<file path="src/rtl/key_digit_buffer.sv">
// key_digit_buffer
//   Decodes PS/2 set-2 break sequences (F0 xx, E0 F0 xx) and keeps a
//   shift-in buffer of BCD digits typed on the main row or the keypad.
//   Backspace drops the newest digit, Escape clears everything, and Enter
//   snapshots the buffer into value. Enter optionally clears the buffer.
//
// Ports
//   clk          system clock, rising edge
//   reset        asynchronous, active-high
//   scan_valid   one-cycle strobe qualifying scan_code
//   scan_code    received PS/2 byte
//   digits       live BCD entry, nibble 0 = most recently typed digit
//   digit_count  number of valid digits, 0..DIGITS
//   value        snapshot of digits taken at the last Enter
//   key_released one-cycle pulse per completed break sequence
//   key_code     code of the last released key
//   key_ext      last released key was E0-prefixed
//   enter        one-cycle pulse when non-extended Enter is released
//   overflow     sticky, set when a digit arrives with the buffer full
module key_digit_buffer #(
    parameter int unsigned DIGITS         = 4,
    parameter bit          CLEAR_ON_ENTER = 1'b1
) (
    input  logic                clk,
    input  logic                reset,
    input  logic                scan_valid,
    input  logic [7:0]          scan_code,
    output logic [4*DIGITS-1:0] digits,
    output logic [3:0]          digit_count,
    output logic [4*DIGITS-1:0] value,
    output logic                key_released,
    output logic [7:0]          key_code,
    output logic                key_ext,
    output logic                enter,
    output logic                overflow
);

    typedef enum logic [1:0] {
        IDLE,
        GOT_F0,
        GOT_E0,
        GOT_E0F0
    } state_t;

    localparam logic [7:0] SC_BREAK = 8'hF0;
    localparam logic [7:0] SC_EXT   = 8'hE0;
    localparam logic [7:0] SC_ENTER = 8'h5A;
    localparam logic [7:0] SC_BKSP  = 8'h66;
    localparam logic [7:0] SC_ESC   = 8'h76;
    localparam logic [3:0] FULL     = 4'(DIGITS);

    state_t state;

    logic                is_digit;
    logic [3:0]          digit_val;
    logic [4*DIGITS-1:0] digit_ext;

    // Scan code to BCD digit, main row and keypad share the same values.
    always_comb begin
        is_digit  = 1'b1;
        digit_val = 4'd0;
        case (scan_code)
            8'h45, 8'h70: digit_val = 4'd0;
            8'h16, 8'h69: digit_val = 4'd1;
            8'h1E, 8'h72: digit_val = 4'd2;
            8'h26, 8'h7A: digit_val = 4'd3;
            8'h25, 8'h6B: digit_val = 4'd4;
            8'h2E, 8'h73: digit_val = 4'd5;
            8'h36, 8'h74: digit_val = 4'd6;
            8'h3D, 8'h6C: digit_val = 4'd7;
            8'h3E, 8'h75: digit_val = 4'd8;
            8'h46, 8'h7D: digit_val = 4'd9;
            default:      is_digit  = 1'b0;
        endcase
        // Zero-extended digit; built by assignment so DIGITS=1 needs no
        // zero-width replication.
        digit_ext      = '0;
        digit_ext[3:0] = digit_val;
    end

    always_ff @(posedge clk or posedge reset) begin
        if (reset) begin
            state        <= IDLE;
            digits       <= '0;
            digit_count  <= '0;
            value        <= '0;
            key_released <= 1'b0;
            key_code     <= '0;
            key_ext      <= 1'b0;
            enter        <= 1'b0;
            overflow     <= 1'b0;
        end else begin
            key_released <= 1'b0;
            enter        <= 1'b0;
            if (scan_valid) begin
                unique case (state)
                    IDLE: begin
                        // Make and typematic codes are ignored here.
                        if (scan_code == SC_BREAK)
                            state <= GOT_F0;
                        else if (scan_code == SC_EXT)
                            state <= GOT_E0;
                    end
                    GOT_E0: begin
                        state <= (scan_code == SC_BREAK) ? GOT_E0F0 : IDLE;
                    end
                    GOT_E0F0: begin
                        // Extended keys (keypad Enter, '/') never touch the buffer.
                        key_released <= 1'b1;
                        key_code     <= scan_code;
                        key_ext      <= 1'b1;
                        state        <= IDLE;
                    end
                    GOT_F0: begin
                        key_released <= 1'b1;
                        key_code     <= scan_code;
                        key_ext      <= 1'b0;
                        state        <= IDLE;
                        if (is_digit) begin
                            if (digit_count < FULL) begin
                                digits      <= (digits << 4) | digit_ext;
                                digit_count <= digit_count + 4'd1;
                            end else begin
                                overflow <= 1'b1;
                            end
                        end else begin
                            case (scan_code)
                                SC_BKSP: begin
                                    if (digit_count != 4'd0) begin
                                        digits      <= digits >> 4;
                                        digit_count <= digit_count - 4'd1;
                                    end
                                end
                                SC_ESC: begin
                                    digits      <= '0;
                                    digit_count <= '0;
                                    overflow    <= 1'b0;
                                end
                                SC_ENTER: begin
                                    value <= digits;
                                    enter <= 1'b1;
                                    if (CLEAR_ON_ENTER) begin
                                        digits      <= '0;
                                        digit_count <= '0;
                                        overflow    <= 1'b0;
                                    end
                                end
                                default: ;
                            endcase
                        end
                    end
                    default: state <= IDLE;
                endcase
            end
        end
    end

endmodule

</file>
<file path="config.mk">
export PLATFORM = sky130hd
export DESIGN_NAME = key_digit_buffer
export DESIGN_NICKNAME = d
export VERILOG_FILES = /design/src/rtl/key_digit_buffer.sv
export SDC_FILE = /design/constraint.sdc
export NUM_CORES = 1
export LEC_CHECK = 0
export BUFFER_PORTS_ARGS = -buffer_cell sky130_fd_sc_hd__buf_2
export CAP_MARGIN = 20
export CORE_ASPECT_RATIO = 0.5
export CORE_MARGIN = 2
export CORE_UTILIZATION = 59
export DETAILED_ROUTE_END_ITERATION = 6
export GPL_TIMING_DRIVEN = 0
export PLACE_DENSITY = 0.92
export SLEW_MARGIN = 30
export SYNTH_ARGS = -nofsm -noshare
export SYNTH_HDL_FRONTEND = slang
export SYNTH_SLANG_ARGS = --single-unit
export TNS_END_PERCENT = 1
</file>
<file path="constraint.sdc">
create_clock -name clk -period 5.75 [get_ports clk]
set_clock_uncertainty 0.15 [all_clocks]
set_input_delay 0.2875 -clock clk [delete_from_list [all_inputs] [get_ports clk]]
set_output_delay 0.2875 -clock clk [all_outputs]
set_load 0.02 [all_outputs]
</file>
# Word level (Yosys, flattened, before mapping)
# Cells that the tools add are included.
[word_totals] elab_cells=93 regBits=50
[op_classes] add_sub_neg=2 magnitude_cmp=1 n_reduce_logical=23 bitwise=2 muxes=24 n_eq_ne=32
[op_table] cell="$eq A8 B7 Y1 const B" count=15
[op_table] cell="$eq A8 B6 Y1 const B" count=6
[op_table] cell="$mux W16" count=3
[op_table] cell="$pmux W4 S9" count=1
[op_table] cell="$pmux W16 S2" count=1
[op_table] cell="$reduce_or A2 Y1" count=11
[op_table] cell="$reduce_or A20 Y1" count=1
[op_table] cell="$eq A8 B5 Y1 const B" count=2
[op_table] cell="$eq A8 B8 Y1 const B" count=2
[op_table] cell="$or A16 B4 Y16" count=1
[op_table] cell="$mux W4" count=3
[op_table] cell="$mux W1" count=10
[op_table] cell="$pmux W4 S2" count=1
[op_table] cell="$reduce_and A4 Y1" count=2
[op_table] cell="$mux W2" count=3
[op_table] cell="$ne A3 B3 Y1 const B" count=2
[op_table] cell="$pmux W2 S3" count=1
[op_table] cell="$reduce_and A2 Y1" count=3
[op_table] cell="$reduce_and A5 Y1" count=1
[op_table] cell="$add A4 B1 Y4 const B" count=1
[op_table] cell="$eq A2 B2 Y1 const B" count=2
[op_table] cell="$lt A4 B3 Y1 const B" count=1
[op_table] cell="$reduce_bool A2 Y1" count=2
[op_table] cell="$reduce_bool A4 Y1" count=1
[op_table] cell="8 further kinds" count=8

# Longest topological paths before layout
[depth] ltp_word=6 depth_mapped=12 ltp_nobuf=7

# Worst setup path after synthesis
# OpenSTA, ideal clock, no wires.
[synth_timing] path_type="input port to flip-flop" startpoint="in scan_code[6]" endpoint="reg digits[10]" path_stages=8 slack_ns=3.244 arrival_time_ns=2.228 setup_time_ns=0.128 cell_sequence="buf_2 nor3b_2 a221o_2 or4_4 o21ai_4 nand2b_1 buf_6 mux2_1"
[synth_via] elab_chain_cells=5 elab_cells_between_ends=32
[synth_lines] item="from (decl)" line_no="27" source="input logic [7:0] scan_code,"
[synth_lines] item="$eq A8 B7 Y1 (tied with other cells)" line_no="62" source="case (scan_code)"
[synth_lines] item="$reduce_or A20 Y1 (no line)"
[synth_lines] item="$mux W1" line_no="62"
[synth_lines] item="$ne A3 B3 Y1 (no line) (tied with other cells)"
[synth_lines] item="$reduce_and A5 Y1 (no line)"
[synth_lines] item="to (signal assigned)" line_no="121" source="digits <= (digits << 4) | digit_ext;"
[synth_lines] item="to (signal assigned)" line_no="130" source="digits <= digits >> 4;"
[synth_lines] item="to (decl)" line_no="28" source="output logic [4*DIGITS-1:0] digits,"
# Parallel ways exist; a longest one is shown, timed or not.
# A chain may end at the register's enable or synchronous reset.

# Worst setup path in the final report
[layout_timing] startpoint="in scan_code[6]" endpoint="reg digits[4]"
# The elaborated chain is that of the path after synthesis.

==> reports/metrics.cfg <==
[status]
status = finished, final reports clean

[finish]
fin_cells = 441
syn_to_final_growth_pct = 18.3
drive_gt1_share_pct = 31.2
regArea_um2 = 1250
fillers = 346
stdcell_area_um2 = 3420
diodes = 0
multi_input_area_um2 = 1470
num-nets-final = 387

[power]
combPwrFrac_pct = 12.4
leakage_nw = 1.75
seqPwrFrac_pct = 50.6
internal_power_mw = 0.535
p_per_area_nw_per_um2 = 211
p_sw_share_pct = 25.8
max-vdd-ir-drop_v = 0.000155
power.switching_mw = 0.186
p_clk_share_pct = 37.0

[synthesis]
synthArstFlopShare_pct = 100
ys_seq_area_share_pct = 43.3
syn_nets = 320
syn_inst = 307
ys_ff_latch = 50
ys.flop_type = dfrtp_1
synth_warnings = 0
synth_area_per_cell_um2 = 9.42
synth_enable_flop_cells = 0
synth.distinct_cells = 63
syn_area_um2 = 2890

[timing]
rsz0062_at_grt = false
tightest_slew_ps = 669
slew_headroom_pct = 54.9
period_share_pct = 48.4
hold_ws_ps = 77.8
period_minus_slack_ps = 2780
timing.final.hold_violations = 0
maxSlewViolCount = 0
tns_ps = 0
setup_viol = 0
fin_ws_ps = 2970
fmaxAchievable_mhz = 359

[detailed_routing]
wl_per_cell_um = 16.6
wl_um = 7330
ant_nets = 0
routed-via-count = 2689
drtIter0Drc = 232
vias_per_cell = 6.10
dr.pass1.iters = 5
drc = 0

[global_routing]
grt_pass1_vias = 2502
grt_overflow = 0
grt_use_total_pct = 28.6
antenna_found_initial = 0
grt_max_degree = 30
grt_pass1_wl_um = 12000

[floorplan]
io_pins = 59
die_h_um = 53.5
core_um2 = 4550
initial_core_util_pct = 63.5
die_area_um2 = 5510
die_w_um = 103
rows = 17

[clock_network]
htreeDepth = 2
clk_path_buf_depth = 2
clkTransAtPathRegs_ps = 90
cts_buffers = 5
clk_latency_ps = 310
clock-root-buffer = clkbuf_8
clock-sinks = 50
cts_tree = yes
cts_resized = 0

[worst_setup_path]
cp-end-kind = flop
critPathLaunchType = input port
crit_type = input port to flop
critPathMaxFanout = 10
crit_arrival_ps = 2870
reg2reg_depth = 7
required_ps = 5830

[flow_run]
drv_cap = 0

[placed_design]
dpl.hpwl_um = 5240
place_congestion = 0.879
place_area_um2 = 3290
portBuffers = 58
dp.cells = 432
pre_cts_ws_ps = 2810

[worst_hold_path]
holdPathStages = 2
hold_path_class = input port to flop

[cell usage in the layout (no fill, tap or decap), drive strengths merged, types with 2 or more instances in the layout]
master   n
nor2b    3
o311ai   2
or4b     3
nand4    4
nand2   66
nor3    14
mux2    13
nor2     6
ha       2
clkbuf  12
or2      2
nand3    5
nand2b   3
nor3b    2
o21ai   43
a31oi    6
mux2i    3
nor4bb   5
a21oi    7
inv     14
a211oi   2
nor4b    4
buf     74
dfrtp   50
nor4     3
a22oi    2
and2b    2
[worst max-delay path, stage by stage]
cell and delay (ps):
buf_2 100, buf_2 160, nor4b_1 270, a31oi_1 110, o41ai_2 560, nor3_2 240
a21oi_1 450, clkbuf_1 350, o21ai_0 210, o21ai_0 110
[power by group through the flow]
stage	Combinational, mW	Clock (mW)	Sequential, mW
2_1_floorplan	0.0497	0	0.381
3_3_place_gp	0.0822	0	0.371
3_5_place_dp	0.0879	0	0.372
4_1_cts	0.0891	0.269	0.365
5_1_grt	0.0971	0.281	0.366
6_report	0.0894	0.266	0.365
[Yosys cell counts (2+ instances only)]
library cell  count  share of area (%)
nand2b_1          3               0.65
a21oi_1           7                1.2
nor4_1            3               0.65
a211oi_1          2               0.52
nor4b_1           4                1.2
ha_1              2               0.87
a22oi_1           2               0.52
nor2b_1           3               0.65
mux2i_1           3                1.0
nand3_1           5               0.87
mux2_2            7                2.7
nor2_1            5               0.65
buf_6             4                1.6
dfrtp_1          50                 43
inv_1            13                1.7
nand2_1          66                8.6
nand4_1           4               0.87
buf_4             4                1.0
nor4bb_1          4                1.4
or2_2             2               0.43
clkbuf_1          6               0.78
o21ai_0          31                5.4
a31oi_1           6                1.3
buf_2             6                1.0
o21ai_1           2               0.35
o21ai_2           9                2.7
and2b_1           2               0.52
mux2_1            5                1.9
nor3_1           13                2.3
[logic make-up after synthesis]
kind of cell	synth area share (%)
DFF	43.3
muxes	6.23
buffers and inverters	6.23
and+or+nand+nor	24.7
adders and majority gates	0.865
AOI/OAI and AO/OA	18.7
[flip-flops by register name, indices dropped and copies added (netlist names)]
signal / cells
state: 2
enter: 1
key_ext: 1
overflow: 1
value: 16
key_code: 8
digit_count: 4
key_released: 1
digits: 16
[final cells by class]
type                            instances  share of cell area [%]
Multi-Input combinational cell        223                    42.9
Sequential cell                        50                    36.6
Timing Repair Buffer                   60                    9.36
Buffer                                 21                    3.84
Clock buffer                            6                    2.41
Tap cell                               66                    2.41
Inverter                               13                    1.43
Clock inverter                          2                    1.13
[per-stage QoR]
| step | power (mW) | util [%] |
|---|---|---|
| 2_1_floorplan | 0.430 | - |
| 3_3_place_gp | 0.453 | 71.7 |
| 3_5_place_dp | 0.459 | 72.3 |
| 4_1_cts | 0.723 | 75.2 |
| 5_1_grt | 0.744 | 75.2 |
| 6_report | 0.721 | 75.2 |
[final timing paths]
check	startpoint	endpoint	slack, ps
setup / recovery	scan_code[6]	digits[4]	2970
hold / removal	scan_valid	state[1]	80
setup reg to reg	state[0]	value[10]	3360
hold reg to reg	value[14]	value[14]	320
max in group asynchronous	reset	digits[0]	4550
min in group asynchronous	reset	enter	380
[per-layer routing]
layer / vias up / wire [um] / GRT usage (%)
met5: - / 0 / 0
met4: 0 / 138 / 9.65
met3: 22 / 550 / 5.42
met2: 143 / 3520 / 50.4
met1: 1298 / 3130 / 36.0
li1: 1226 / - / -
[repair_timing]
action,CTS,global route
setup buffers,0,0
hold buffers,1,0
setup endpoints to repair,0,0
endpoints found under the hold margin,21,0
No activity file was read; power rests on OpenSTA's default activity.
